===== src/rtl/ex2_mean_pkg.sv =====
`default_nettype none
// ============================================================================
// Module   : ex2_mean_pkg
// Purpose  : Shared definitions for the E[x^2] mean unit: default widths,
//            FSM state type and encodings, accumulator width helper.
// Ports    : none (package)
// Revision : 1.0 - initial release
// ============================================================================
package ex2_mean_pkg;

  localparam int DEF_DATA_W   = 9;
  localparam int DEF_OUT_W    = 8;
  localparam int DEF_INV_W    = 8;
  localparam int DEF_INV_FRAC = 8;
  localparam int DEF_MAX_LEN  = 64;

  typedef logic [1:0] state_t;

  localparam state_t ST_IDLE  = 2'd0;
  localparam state_t ST_ACCUM = 2'd1;
  localparam state_t ST_SCALE = 2'd2;
  localparam state_t ST_DONE  = 2'd3;

  // Room for MAX_LEN full-scale squares plus a sign bit.
  function automatic int acc_width(input int data_w, input int max_len);
    return 2 * data_w + $clog2(max_len) + 1;
  endfunction

endpackage
`default_nettype wire


===== src/rtl/ex2_scale_sat.sv =====
`default_nettype none
// ============================================================================
// Module   : ex2_scale_sat
// Purpose  : Multiplies an accumulator by the unsigned Q0.INV_FRAC reciprocal,
//            shifts out the fraction (arithmetic shift, i.e. floor) and
//            saturates to an unsigned or signed OUT_W result.
// Ports    : i_val  [IN_W]   accumulator (signed when SIGNED=1)
//            i_inv  [INV_W]  reciprocal length, unsigned
//            o_res  [OUT_W]  scaled, saturated result
//            o_sat           result was clamped
// Revision : 1.0 - initial release
// ============================================================================
module ex2_scale_sat #(
  parameter int IN_W     = 25,
  parameter int INV_W    = 8,
  parameter int INV_FRAC = 8,
  parameter int OUT_W    = 8,
  parameter bit SIGNED   = 1'b0
) (
  input  logic [IN_W-1:0]  i_val,
  input  logic [INV_W-1:0] i_inv,
  output logic [OUT_W-1:0] o_res,
  output logic             o_sat
);

  // One extra bit keeps the product of an unsigned operand pair non-negative.
  localparam int PW = IN_W + INV_W + 1;

  logic signed [PW-1:0] val_ext;
  logic signed [PW-1:0] inv_ext;
  logic signed [PW-1:0] prod;
  logic signed [PW-1:0] shifted;

  assign inv_ext = {{(PW-INV_W){1'b0}}, i_inv};
  assign prod    = val_ext * inv_ext;
  assign shifted = prod >>> INV_FRAC;

  generate
    if (SIGNED) begin : g_signed
      localparam logic signed [PW-1:0] C_MAX = {{(PW-OUT_W+1){1'b0}}, {(OUT_W-1){1'b1}}};
      localparam logic signed [PW-1:0] C_MIN = {{(PW-OUT_W+1){1'b1}}, {(OUT_W-1){1'b0}}};

      assign val_ext = {{(PW-IN_W){i_val[IN_W-1]}}, i_val};

      always_comb begin
        o_sat = 1'b0;
        o_res = shifted[OUT_W-1:0];
        if (shifted > C_MAX) begin
          o_sat = 1'b1;
          o_res = C_MAX[OUT_W-1:0];
        end else if (shifted < C_MIN) begin
          o_sat = 1'b1;
          o_res = C_MIN[OUT_W-1:0];
        end
      end
    end else begin : g_unsigned
      localparam logic signed [PW-1:0] C_MAX = {{(PW-OUT_W){1'b0}}, {OUT_W{1'b1}}};

      assign val_ext = {{(PW-IN_W){1'b0}}, i_val};

      always_comb begin
        o_sat = 1'b0;
        o_res = shifted[OUT_W-1:0];
        if (shifted > C_MAX) begin
          o_sat = 1'b1;
          o_res = C_MAX[OUT_W-1:0];
        end
      end
    end
  endgenerate

endmodule
`default_nettype wire


===== src/rtl/ex2_mean_unit.sv =====
`default_nettype none
// ============================================================================
// Module   : ex2_mean_unit
// Purpose  : Streams a vector of signed samples, accumulates compressed
//            squares (x*x >> 2*alpha) and, optionally, the raw samples, then
//            scales by the reciprocal length to give E[x^2] (and E[x]).
// Ports    : i_clk, i_rst (sync, active high)
//            i_valid/o_ready, i_x, i_last, i_alpha, i_inv_n  - sample input
//            o_valid/i_ready, o_ex2, o_ovf, o_ex             - result output
// Macro    : EX2_MEAN_EX_EN - adds o_ex, the sum-of-x accumulator and the
//            signed mean path.
// Revision : 1.0 - initial release
// ============================================================================
module ex2_mean_unit
  import ex2_mean_pkg::*;
#(
  parameter int DATA_W   = DEF_DATA_W,
  parameter int OUT_W    = DEF_OUT_W,
  parameter int INV_W    = DEF_INV_W,
  parameter int INV_FRAC = DEF_INV_FRAC,
  parameter int MAX_LEN  = DEF_MAX_LEN
) (
  input  logic              i_clk,
  input  logic              i_rst,
  input  logic              i_valid,
  output logic              o_ready,
  input  logic [DATA_W-1:0] i_x,
  input  logic              i_last,
  input  logic [1:0]        i_alpha,
  input  logic [INV_W-1:0]  i_inv_n,
  output logic              o_valid,
  input  logic              i_ready,
  output logic [OUT_W-1:0]  o_ex2,
  output logic              o_ovf
`ifdef EX2_MEAN_EX_EN
  ,
  output logic [OUT_W-1:0]  o_ex
`endif
);

  localparam int ACC_W = acc_width(DATA_W, MAX_LEN);
  localparam int CNT_W = $clog2(MAX_LEN + 1);

  state_t             state_q, state_d;
  logic [CNT_W-1:0]   count_q, count_d;
  logic [1:0]         alpha_q, alpha_d;
  logic [INV_W-1:0]   inv_q, inv_d;
  logic [ACC_W-1:0]   sum_sq_q, sum_sq_d;
  logic [OUT_W-1:0]   ex2_q, ex2_d;
  logic               ovf_q, ovf_d;

  logic                      accept;
  logic                      first;
  logic                      is_last;
  logic [1:0]                alpha_eff;
  logic [CNT_W-1:0]          cnt_cur;
  logic signed [2*DATA_W-1:0] x_ext;
  logic signed [2*DATA_W-1:0] sq_s;
  logic [2*DATA_W-1:0]       sq_sh;
  logic [ACC_W-1:0]          sq_acc;
  logic [OUT_W-1:0]          ex2_res;
  logic                      ex2_sat;

`ifdef EX2_MEAN_EX_EN
  logic signed [ACC_W-1:0] sum_x_q, sum_x_d;
  logic [OUT_W-1:0]        ex_q, ex_d;
  logic [ACC_W-1:0]        x_acc;
  logic [OUT_W-1:0]        ex_res;
  logic                    ex_sat;
`endif

  assign o_ready = !i_rst && ((state_q == ST_IDLE) || (state_q == ST_ACCUM));
  assign accept  = i_valid && o_ready;
  assign first   = (state_q == ST_IDLE);

  // The first sample of a vector must use the live operands since they are
  // only being latched on that same edge.
  assign alpha_eff = first ? i_alpha : alpha_q;
  // The count register is stale in IDLE (left over from the previous vector).
  assign cnt_cur   = first ? '0 : count_q;
  assign is_last   = i_last || (cnt_cur == CNT_W'(MAX_LEN - 1));

  assign x_ext  = {{DATA_W{i_x[DATA_W-1]}}, i_x};
  assign sq_s   = x_ext * x_ext;
  assign sq_sh  = $unsigned(sq_s) >> {alpha_eff, 1'b0};
  assign sq_acc = {{(ACC_W-2*DATA_W){1'b0}}, sq_sh};

  ex2_scale_sat #(
    .IN_W     (ACC_W),
    .INV_W    (INV_W),
    .INV_FRAC (INV_FRAC),
    .OUT_W    (OUT_W),
    .SIGNED   (1'b0)
  ) u_scale_ex2 (
    .i_val (sum_sq_q),
    .i_inv (inv_q),
    .o_res (ex2_res),
    .o_sat (ex2_sat)
  );

`ifdef EX2_MEAN_EX_EN
  assign x_acc = {{(ACC_W-DATA_W){i_x[DATA_W-1]}}, i_x};

  ex2_scale_sat #(
    .IN_W     (ACC_W),
    .INV_W    (INV_W),
    .INV_FRAC (INV_FRAC),
    .OUT_W    (OUT_W),
    .SIGNED   (1'b1)
  ) u_scale_ex (
    .i_val (sum_x_q),
    .i_inv (inv_q),
    .o_res (ex_res),
    .o_sat (ex_sat)
  );

  assign o_ex = ex_q;
`endif

  always_comb begin
    state_d  = state_q;
    count_d  = count_q;
    alpha_d  = alpha_q;
    inv_d    = inv_q;
    sum_sq_d = sum_sq_q;
    ex2_d    = ex2_q;
    ovf_d    = ovf_q;
`ifdef EX2_MEAN_EX_EN
    sum_x_d  = sum_x_q;
    ex_d     = ex_q;
`endif

    case (state_q)
      ST_IDLE, ST_ACCUM: begin
        if (accept) begin
          if (first) begin
            alpha_d  = i_alpha;
            inv_d    = i_inv_n;
            sum_sq_d = sq_acc;
            ovf_d    = 1'b0;
`ifdef EX2_MEAN_EX_EN
            sum_x_d  = x_acc;
`endif
          end else begin
            sum_sq_d = sum_sq_q + sq_acc;
`ifdef EX2_MEAN_EX_EN
            sum_x_d  = sum_x_q + x_acc;
`endif
          end
          count_d = cnt_cur + CNT_W'(1);
          state_d = is_last ? ST_SCALE : ST_ACCUM;
        end
      end
      ST_SCALE: begin
        ex2_d   = ex2_res;
`ifdef EX2_MEAN_EX_EN
        ex_d    = ex_res;
        ovf_d   = ex2_sat | ex_sat;
`else
        ovf_d   = ex2_sat;
`endif
        state_d = ST_DONE;
      end
      ST_DONE: begin
        if (i_ready) begin
          state_d = ST_IDLE;
        end
      end
      default: state_d = ST_IDLE;
    endcase
  end

  always_ff @(posedge i_clk) begin
    if (i_rst) begin
      state_q  <= ST_IDLE;
      count_q  <= '0;
      alpha_q  <= '0;
      inv_q    <= '0;
      sum_sq_q <= '0;
      ex2_q    <= '0;
      ovf_q    <= 1'b0;
`ifdef EX2_MEAN_EX_EN
      sum_x_q  <= '0;
      ex_q     <= '0;
`endif
    end else begin
      state_q  <= state_d;
      count_q  <= count_d;
      alpha_q  <= alpha_d;
      inv_q    <= inv_d;
      sum_sq_q <= sum_sq_d;
      ex2_q    <= ex2_d;
      ovf_q    <= ovf_d;
`ifdef EX2_MEAN_EX_EN
      sum_x_q  <= sum_x_d;
      ex_q     <= ex_d;
`endif
    end
  end

  assign o_valid = (state_q == ST_DONE);
  assign o_ex2   = ex2_q;
  assign o_ovf   = ovf_q;

endmodule
`default_nettype wire


===== config.mk =====
export PLATFORM = sky130hd
export DESIGN_NAME = ex2_mean_unit
export DESIGN_NICKNAME = d
export VERILOG_FILES = /design/src/rtl/ex2_mean_pkg.sv /design/src/rtl/ex2_scale_sat.sv /design/src/rtl/ex2_mean_unit.sv
export SDC_FILE = /design/constraint.sdc
export NUM_CORES = 1
export LEC_CHECK = 0
export CORE_ASPECT_RATIO = 0.5
export CORE_MARGIN = 2
export CORE_UTILIZATION = 45
export DETAILED_ROUTE_END_ITERATION = 6
export HOLD_SLACK_MARGIN = 0.08
export PLACE_DENSITY = 0.61
export SETUP_SLACK_MARGIN = 0.1
export SLEW_MARGIN = 15
export SYNTH_ARGS = -nofsm -noshare
export SYNTH_HDL_FRONTEND = slang
export SYNTH_SLANG_ARGS = --single-unit

===== constraint.sdc =====
create_clock -name i_clk -period 6.9 [get_ports i_clk]
set_clock_uncertainty 0.2 [all_clocks]
set_input_delay 0.69 -clock i_clk [delete_from_list [all_inputs] [get_ports i_clk]]
set_output_delay 0.69 -clock i_clk [all_outputs]
set_load 0.01 [all_outputs]

==> results of run 1 <==
==> synthesized netlist by cell type, drive strengths merged, types with 11 or more instances <==
cell / instances / area, um2
nor3: 36 / 180
nor4: 14 / 87.6
and2: 158 / 988
inv: 237 / 890
nor2: 74 / 285
nand2: 168 / 631
o211ai: 12 / 90.1
a21oi: 78 / 390
mux2i: 17 / 170
o21ai: 58 / 290
dfxtp: 53 / 1060
nor2b: 11 / 68.8
nand3: 18 / 90.1
clkbuf: 52 / 195
xnor2: 32 / 280
fa: 193 / 3860
ha: 112 / 1400
a21o: 19 / 143
a211oi: 14 / 105
xor2: 22 / 193
==> layout make-up <==
type | instances | area, um2 | area share
clock inverter | 3 | 28.8 | 0.00186
tap | 382 | 478 | 0.0310
timing repair buffer | 222 | 1780 | 0.116
sequential | 53 | 1060 | 0.0690
multi-input combinational | 1182 | 11000 | 0.716
inverter | 237 | 910 | 0.0589
clock buffer | 5 | 125 | 0.00811
==> worst reg2reg max path: cells and delay by family, from the launching register on <==
kind / cells / cell delay, ns
DFF: 1 / 0.61
and+or+nand+nor: 10 / 2.66
buffers and inverters: 3 / 0.43
adders and majority gates: 5 / 2.42
==> layer usage <==
layer / routed length, um / part of all wire
met2: 16200 / 0.47
met5: 0 / 0
met1: 15700 / 0.45
met3: 1660 / 0.048
met4: 970 / 0.028
==> how the worst max path moves through the flow <==
stage	from	end	slack (ns)	depth (start not counted)
2_1_floorplan	i_x[1]	sum_sq_q[22]	0.1	26
3_3_place_gp	i_x[0]	sum_sq_q[21]	-0.90	29
3_5_place_dp	i_x[0]	sum_sq_q[22]	-1.0	29
4_1_cts	i_x[8]	sum_sq_q[21]	-0.23	27
5_1_grt	i_x[1]	sum_sq_q[20]	-0.49	32
6_report	i_x[1]	sum_sq_q[22]	-0.17	32
==> state kept, by name (all words and copies together) (netlist names) <==
name / count
inv_q: 8
o_ex2: 8
state_q: 2
alpha_q: 2
o_ovf: 1
sum_sq_q: 25
count_q: 7
==> cell families after synthesis <==
family | count (synthesis) | share of synthesized area
fa+ha+maj | 305 | 0.419
simple gates | 544 | 0.222
mux | 20 | 0.0162
compound gates | 259 | 0.132
buf+inv | 297 | 0.0894
xor+xnor | 54 | 0.0376
flops | 53 | 0.0844
==> metrics by stage <==
| stage | setup TNS, ns | util |
|---|---|---|
| floorplan | 0 | - |
| global placement | -12.88 | 0.529 |
| detailed placement | -14.61 | 0.529 |
| CTS | -1.61 | 0.549 |
| global route | -3.62 | 0.559 |
| finish | -0.709 | 0.559 |
==> what timing repair did <==
item | CTS | global route
hold endpoints to repair | 0 | 0
resized for setup | 83 | 66
setup endpoints to repair | 18 | 20
pin swaps | 71 | 66
setup buffers | 28 | 6
==> power by group <==
group | total (uW) | switching, uW | internal (uW)
Clock | 281 | 141 | 140
Combinational | 5430 | 2570 | 2860
Sequential | 412 | 77.3 | 335
Total | 6120 | 2790 | 3330
==> flow_summary.html, run 1 <==
<table>
<tr><th>Metric</th><th>Value</th></tr>
<tr><th colspan="2">Floorplanning</th></tr>
<tr><td>Die Span X</td><td>about 240 um</td></tr>
<tr><td>Chip Height</td><td>roughly 120 um</td></tr>
<tr><td>Area of the core</td><td>0.0276 mm2</td></tr>
<tr><td>Effective utilization at floorplan</td><td>0.455</td></tr>
<tr><td>Die area</td><td>between 0.02 and 0.03 mm2</td></tr>
<tr><td>Top-level port count</td><td>35</td></tr>
<tr><td>Standard-cell rows</td><td>43</td></tr>
<tr><th colspan="2">Yosys</th></tr>
<tr><td>Number of synthesis warnings</td><td>0</td></tr>
<tr><td>Netlist area before placement</td><td>0.0126 mm2</td></tr>
<tr><td>Count of flip-flops with a built-in enable after synthesis</td><td>0</td></tr>
<tr><td>Share of flip-flops with an asynchronous set or reset</td><td>0</td></tr>
<tr><td>Number of register bits inferred by synthesis</td><td>53</td></tr>
<tr><td>Syn_nets</td><td>about 1900</td></tr>
<tr><td>Count of cell types in the netlist</td><td>64</td></tr>
<tr><td>Main flop type after synthesis</td><td>dfxtp_1</td></tr>
<tr><td>Sequential area share after synthesis</td><td>0.0844</td></tr>
<tr><td>Synthesized area per cell</td><td>8.20 um2</td></tr>
<tr><td>Number of standard cells after synthesis</td><td>1532</td></tr>
<tr><th colspan="2">GRT</th></tr>
<tr><td>Met3 global-route usage</td><td>0.0365</td></tr>
<tr><td>Via count of the first global-routing pass</td><td>around 11000</td></tr>
<tr><td>Met1 global-route usage</td><td>0.321</td></tr>
<tr><td>Met2 Resource Use GR</td><td>0.411</td></tr>
<tr><td>Global-route wire length before repair</td><td>between 50 and 60 mm</td></tr>
<tr><td>Global routing's busiest layer</td><td>met2</td></tr>
<tr><td>Maximum number of pins on one net before global-route repair</td><td>54</td></tr>
<tr><td>Antenna violations before repair</td><td>0</td></tr>
<tr><td>Total congestion overflow after global routing</td><td>0</td></tr>
<tr><td>Tot GR Track Use</td><td>0.242</td></tr>
<tr><th colspan="2">Cells and area</th></tr>
<tr><td>Non-filler instance count after layout</td><td>2084</td></tr>
<tr><td>Share of post-route cells with drive strength above 1</td><td>0.192</td></tr>
<tr><td>Relative area change from synthesis to final layout</td><td>22.9%</td></tr>
<tr><td>Commonest non-fill, non-tap cell in the layout</td><td>inv_1</td></tr>
<tr><td>Final design instance area without fill</td><td>between 0.015 and 0.02 mm2</td></tr>
<tr><td>Commonest non-fill, non-tap cells in the layout</td><td>229 x inv_1, 187 x fa_1, 182 x buf_4</td></tr>
<tr><td>Total of fill cells in the finished design</td><td>approximately 2500</td></tr>
<tr><td>Total inserted antenna cells</td><td>0</td></tr>
<tr><td>Nets@finish</td><td>just over 2000</td></tr>
<tr><th colspan="2">Clock network</th></tr>
<tr><td>Number of buffers inserted by hold repair at cts</td><td>0</td></tr>
<tr><td>Number of sinks on the clock net</td><td>53</td></tr>
<tr><td>Clk Tree Root Cell</td><td>clkbuf_16</td></tr>
<tr><td>Deepest clock path buffer count</td><td>2</td></tr>
<tr><td>Clock transition at the register clock pins on the worst setup and hold paths after CTS</td><td>0.09 ns</td></tr>
<tr><td>Number of buffers inserted during clock tree synthesis</td><td>5</td></tr>
<tr><td>Later-pin clock latency in the skew report</td><td>~0.32 ns</td></tr>
<tr><td>TritonCTS clock tree</td><td>built</td></tr>
<tr><td>H-tree depth</td><td>2</td></tr>
<tr><th colspan="2">Detailed routing</th></tr>
<tr><td>Initial drt markers</td><td>approximately 700</td></tr>
<tr><td>Per-cell via count in the routed design</td><td>between 5 and 6</td></tr>
<tr><td>Routed via count</td><td>between 10000 and 15000</td></tr>
<tr><td>Final Routed Wirelength</td><td>34.5 mm</td></tr>
<tr><td>Average wire per standard cell</td><td>16.6 um</td></tr>
<tr><td>DRC violation count after routing</td><td>0</td></tr>
<tr><td>Final ANT Viol Nets</td><td>0</td></tr>
<tr><td>Count of TritonRoute iterations in the first routing pass</td><td>5</td></tr>
<tr><th colspan="2">Flow run</th></tr>
<tr><td>Max Cap Violations</td><td>0</td></tr>
<tr><th colspan="2">Power and ir drop</th></tr>
<tr><td>Leakage power of the design</td><td>0.00753 uW</td></tr>
<tr><td>Worst vdd rail ir drop</td><td>around 0.00046 V</td></tr>
<tr><td>Total design power</td><td>~6100 uW</td></tr>
<tr><td>Power density of the placed cells</td><td>around 400 mW/mm2</td></tr>
<tr><th colspan="2">Outcome</th></tr>
<tr><td>Violations in the final reports</td><td>setup timing</td></tr>
<tr><td>Result of the run</td><td>complete, but fails checks</td></tr>
<tr><th colspan="2">STA</th></tr>
<tr><td>Smallest hold slack</td><td>about 0.28 ns</td></tr>
<tr><td>Hold Vio Cnt, Final</td><td>0</td></tr>
<tr><td>Share of the clock period used by the worst path</td><td>1.02</td></tr>
<tr><td>Max Transition Viols Final</td><td>0</td></tr>
<tr><td>RSZ-0062 raised after global routing</td><td>yes</td></tr>
<tr><td>Crit path time final</td><td>~7.1 ns</td></tr>
<tr><td>Setup violators final</td><td>8</td></tr>
<tr><td>Slew at the pin closest to its max-slew limit</td><td>1.02 ns</td></tr>
<tr><td>Slew HR</td><td>0.322</td></tr>
<tr><td>Maximum clock frequency</td><td>141 MHz</td></tr>
<tr><td>Crit path setup slack, layout</td><td>-0.167 ns</td></tr>
<tr><th colspan="2">Setup path</th></tr>
<tr><td>Type of element launching the critical path</td><td>input pin</td></tr>
<tr><td>R2r setup slk</td><td>0.42 ns</td></tr>
<tr><td>Crit-path leading delay family</td><td>adder cells</td></tr>
<tr><td>Largest fanout on the critical path</td><td>4</td></tr>
<tr><td>Startpoint of the lowest-slack register-to-register path</td><td>inv_q[2]</td></tr>
<tr><td>Biggest cell delay along the critical path</td><td>roughly 0.55 ns</td></tr>
<tr><td>Slowest-stage cell, CP</td><td>fa_1</td></tr>
<tr><td>Cells on worst reg2reg path</td><td>18</td></tr>
<tr><td>Buffer and inverter count on the worst path</td><td>8</td></tr>
<tr><td>Worst reg2reg path endpoint</td><td>o_ex2[7]</td></tr>
<tr><td>Required time worst endpoint</td><td>6.92 ns</td></tr>
<tr><td>Crit path top cell by count</td><td>fa_1</td></tr>
<tr><td>Critical Path Sink Type</td><td>flip-flop</td></tr>
<tr><td>Path type of the worst setup path</td><td>in -&gt; reg</td></tr>
<tr><td>Crit path arrival time</td><td>around 7.1 ns</td></tr>
<tr><th colspan="2">Placed design</th></tr>
<tr><td>Detailed placer's ending HPWL</td><td>27.7 mm</td></tr>
<tr><td>Number of placed instances with taps included</td><td>slightly above 2000</td></tr>
<tr><td>Number of port buffers</td><td>34</td></tr>
<tr><td>Worst slack at placement</td><td>-0.998 ns</td></tr>
<tr><td>Post-DP Area</td><td>0.0146 mm2</td></tr>
<tr><td>Routability Congestion</td><td>between 0.9 and 1</td></tr>
<tr><th colspan="2">Min path</th></tr>
<tr><td>Hold Crit Class</td><td>reg -&gt; reg</td></tr>
<tr><td>Start point of the worst hold path</td><td>count_q[6]</td></tr>
<tr><td>Endpoint of the worst hold-timing path</td><td>count_q[6]</td></tr>
<tr><td>Hold Path Depth</td><td>2</td></tr>
</table>
Power figures use the tool's default switching activity.
==> inputs of run 2 (changes only) <==
Settings changed: CELL_PAD_IN_SITES_DETAIL_PLACEMENT set to 0, CELL_PAD_IN_SITES_GLOBAL_PLACEMENT set to 1, PLACE_DENSITY 0.61 to 0.74.
Clock period 6.9 ns to 9.15 ns, I/O delays scaled along.
==> run 2 against run 1 <==
- the run now ends clean
- final area shrank 13%
- sequential share of layout area grew 1.0 points
- power is 56% lower
- global-route usage down 0.97 points
- die area is the same
- worst setup slack gained 0.69 ns
- first-iteration DRC count is 16% lower
- utilization shrank 7.4 points
- sequential power down 22%
==> flow_summary.html, run 2 (same netlist as run 1, synthesis figures left out) <==
<table>
<tr><th>Metric</th><th>Value</th></tr>
<tr><th colspan="2">Outcome</th></tr>
<tr><td>Result of the run</td><td>finished clean</td></tr>
<tr><th colspan="2">STA</th></tr>
<tr><td>Slew at the pin closest to its max-slew limit</td><td>1.11 ns (+0.0959 ns)</td></tr>
<tr><td>Crit path time final</td><td>8.62 ns</td></tr>
<tr><td>Hold Vio Cnt, Final</td><td>0 (unchanged)</td></tr>
<tr><td>Setup violators final</td><td>0 (-8)</td></tr>
<tr><td>Max Transition Viols Final</td><td>0 (unchanged)</td></tr>
<tr><td>Slew HR</td><td>0.257 (-0.0649)</td></tr>
<tr><td>Total negative slack</td><td>0 ns (+0.709 ns)</td></tr>
<tr><td>Crit path setup slack, layout</td><td>0.527 ns (+0.694 ns)</td></tr>
<tr><td>RSZ-0062 raised after global routing</td><td>no</td></tr>
<tr><td>Share of the clock period used by the worst path</td><td>0.942</td></tr>
<tr><td>Smallest hold slack</td><td>0.277 ns (-0.00735 ns)</td></tr>
<tr><td>Maximum clock frequency</td><td>between 100 and 150 MHz</td></tr>
<tr><th colspan="2">Flow run</th></tr>
<tr><td>Max Cap Violations</td><td>0 (unchanged)</td></tr>
<tr><th colspan="2">Clock network</th></tr>
<tr><td>Number of buffers inserted during clock tree synthesis</td><td>5 (unchanged)</td></tr>
<tr><td>Later-pin clock latency in the skew report</td><td>0.32 ns (about the same)</td></tr>
<tr><td>Number of sinks on the clock net</td><td>53 (unchanged)</td></tr>
<tr><td>TritonCTS clock tree</td><td>built</td></tr>
<tr><td>H-tree depth</td><td>2 (unchanged)</td></tr>
<tr><td>Clock transition at the register clock pins on the worst setup and hold paths after CTS</td><td>0.07 ns (-0.02 ns)</td></tr>
<tr><td>Deepest clock path buffer count</td><td>2 (unchanged)</td></tr>
<tr><td>Clk Tree Root Cell</td><td>clkbuf_16</td></tr>
<tr><td>Number of buffers inserted by hold repair at cts</td><td>0 (unchanged)</td></tr>
<tr><th colspan="2">Cells and area</th></tr>
<tr><td>Area used by multi-input combinational logic</td><td>0.0104 mm2 (-6.0%)</td></tr>
<tr><td>Flip-flop and latch area</td><td>0.00106 mm2 (-0.35%)</td></tr>
<tr><td>Share of post-route cells with drive strength above 1</td><td>0.0236 (-0.168)</td></tr>
<tr><td>Nets@finish</td><td>1853 (-8.7%)</td></tr>
<tr><td>Commonest non-fill, non-tap cells in the layout</td><td>237 x inv_1, 193 x fa_1, 168 x nand2_1</td></tr>
<tr><td>Total of fill cells in the finished design</td><td>2686 (+6.5%)</td></tr>
<tr><td>Final design instance area without fill</td><td>0.0134 mm2 (-13%)</td></tr>
<tr><td>Biggest register</td><td>sum_sq_q</td></tr>
<tr><td>Flip-flop count of the largest register after layout</td><td>25 (unchanged)</td></tr>
<tr><td>Commonest non-fill, non-tap cell in the layout</td><td>inv_1</td></tr>
<tr><td>Relative area change from synthesis to final layout</td><td>6.56%</td></tr>
<tr><th colspan="2">GRT</th></tr>
<tr><td>Global-route wire length before repair</td><td>54.1 mm (-5.0%)</td></tr>
<tr><td>Tot GR Track Use</td><td>0.232 (-0.00965)</td></tr>
<tr><td>Antenna violations before repair</td><td>2 (+2)</td></tr>
<tr><td>Via count of the first global-routing pass</td><td>10600 (-7.1%)</td></tr>
<tr><td>Maximum number of pins on one net before global-route repair</td><td>54 (unchanged)</td></tr>
<tr><td>Total congestion overflow after global routing</td><td>0 (unchanged)</td></tr>
<tr><th colspan="2">Floorplanning</th></tr>
<tr><td>Effective utilization at floorplan</td><td>0.455 (unchanged)</td></tr>
<tr><td>Chip Height</td><td>122 um (unchanged)</td></tr>
<tr><td>Standard-cell rows</td><td>43 (unchanged)</td></tr>
<tr><td>Die area</td><td>0.0294 mm2 (unchanged)</td></tr>
<tr><td>Top-level port count</td><td>35 (unchanged)</td></tr>
<tr><td>Die Span X</td><td>240 um (unchanged)</td></tr>
<tr><td>Area of the core</td><td>0.0276 mm2 (unchanged)</td></tr>
<tr><th colspan="2">Detailed routing</th></tr>
<tr><td>Routed via count</td><td>10300 (-6.9%)</td></tr>
<tr><td>Initial drt markers</td><td>585 (-16%)</td></tr>
<tr><td>DRC violation count after routing</td><td>0 (unchanged)</td></tr>
<tr><td>Final ANT Viol Nets</td><td>0 (unchanged)</td></tr>
<tr><td>Final Routed Wirelength</td><td>32.4 mm (-6.2%)</td></tr>
<tr><td>Count of TritonRoute iterations in the first routing pass</td><td>4 (-1)</td></tr>
<tr><td>Average wire per standard cell</td><td>17.0 um (+2.4%)</td></tr>
<tr><td>Per-cell via count in the routed design</td><td>5.41 (+1.7%)</td></tr>
<tr><th colspan="2">Placed design</th></tr>
<tr><td>Post-DP Area</td><td>0.0132 mm2 (-9.4%)</td></tr>
<tr><td>Detailed placer's ending HPWL</td><td>26.2 mm (-5.5%)</td></tr>
<tr><td>Routability Congestion</td><td>0.924 (-1.7%)</td></tr>
<tr><td>Number of port buffers</td><td>34 (unchanged)</td></tr>
<tr><td>Worst slack at placement</td><td>0.0845 ns (+1.08 ns)</td></tr>
<tr><th colspan="2">Setup path</th></tr>
<tr><td>Crit path arrival time</td><td>8.63 ns (+1.54 ns)</td></tr>
<tr><td>Required time worst endpoint</td><td>9.16 ns (+2.24 ns)</td></tr>
<tr><td>Critical Path Sink Type</td><td>flip-flop</td></tr>
<tr><td>Type of element launching the critical path</td><td>input pin</td></tr>
<tr><td>Largest fanout on the critical path</td><td>9 (+5)</td></tr>
<tr><td>Path type of the worst setup path</td><td>in -&gt; reg</td></tr>
<tr><th colspan="2">Power and ir drop</th></tr>
<tr><td>Power density of the placed cells</td><td>203 mW/mm2 (-49%)</td></tr>
<tr><td>Total design power</td><td>2720 uW (-56%)</td></tr>
<tr><td>Worst vdd rail ir drop</td><td>0.000175 V (-62%)</td></tr>
<tr><td>Leakage power of the design</td><td>0.00655 uW (-13%)</td></tr>
<tr><th colspan="2">Min path</th></tr>
<tr><td>Hold Crit Class</td><td>reg -&gt; reg</td></tr>
</table>
[run 2: changes by cell type in the layout (fill, tap and decap cells not counted), sizes merged]
cell and delta:
clkinv -2, buf -184, clkdlybuf4s50 +9, clkinvlp +1, clkdlybuf4s15 -1, diode +1
[run 2: through the flow]
step / std cells / util
6_report: 1908 / 0.485
2_1_floorplan: 1532 / -
4_1_cts: 1907 / 0.485
3_5_place_dp: 1899 / 0.479
5_1_grt: 1907 / 0.485
3_3_place_gp: 1899 / 0.479
[run 2: timing repair]
item	in CTS	in global routing
resized for setup	0	1
buffers inserted	0	0
setup endpoints to repair	0	4
[run 2: power breakdown]
part	switching [uW]	internal [uW]
clock network	101	110
registers	67.6	252
logic	1270	917
[run 2: path summary, 6_finish.rpt]
check	startpoint	slack (ns)	end	depth (start not counted)
worst min register to register	count_q[6]	0.28	count_q[6]	2
worst max register to register	inv_q[5]	2.19	o_ex2[7]	17
worst max-delay path	i_x[1]	0.53	sum_sq_q[22]	27
worst min-delay path	count_q[6]	0.28	count_q[6]	2
[run 2: metal layers]
| layer | global-route usage | share of wire | up-vias |
|---|---|---|---|
| met4 | 0.0540 | 0.018 | 2 |
| met2 | 0.378 | 0.45 | 212 |
| met1 | 0.322 | 0.48 | 5103 |
| met3 | 0.0435 | 0.051 | 38 |
| li1 | - | - | 4970 |
| met5 | 0 | 0.00034 | - |
[run 2: cell type report]
cell class              instances  area share
clock buffers                   6      0.0104
repair buffers                 45      0.0312
clock inverters                 2     0.00121
flip-flops and latches         53      0.0792
inverters                     237      0.0664
diodes                          1    0.000187
multi-input cells            1182       0.776
well taps                     382      0.0357
[run 2: critical path, cell delays in order]
cell and delay [ns]:
clkdlybuf4s50_1 0.65, inv_1 0.15, nor2_1 0.26, inv_1 0.10
fa_1 0.52, inv_1 0.06, fa_1 0.52, fa_1 0.44
fa_1 0.52, fa_1 0.40, ha_1 0.36, or2_2 0.32
a21oi_1 0.14, a211oi_1 0.09, o41a_1 0.43, a21oi_1 0.29
mux2i_1 0.14, ha_1 0.39, a21o_1 0.19, a21oi_1 0.22
o21ai_0 0.15, a211oi_1 0.37, o31ai_1 0.21, a211oi_2 0.37
nor2_1 0.08, and4_1 0.21, mux2i_1 0.11
==> inputs of run 3 (changes only) <==
Settings changed: SETUP_SLACK_MARGIN 0.1 to 0.05.
==> results of run 3 <==
No change in the layout: final DEF, timing and power equal those of run 2.
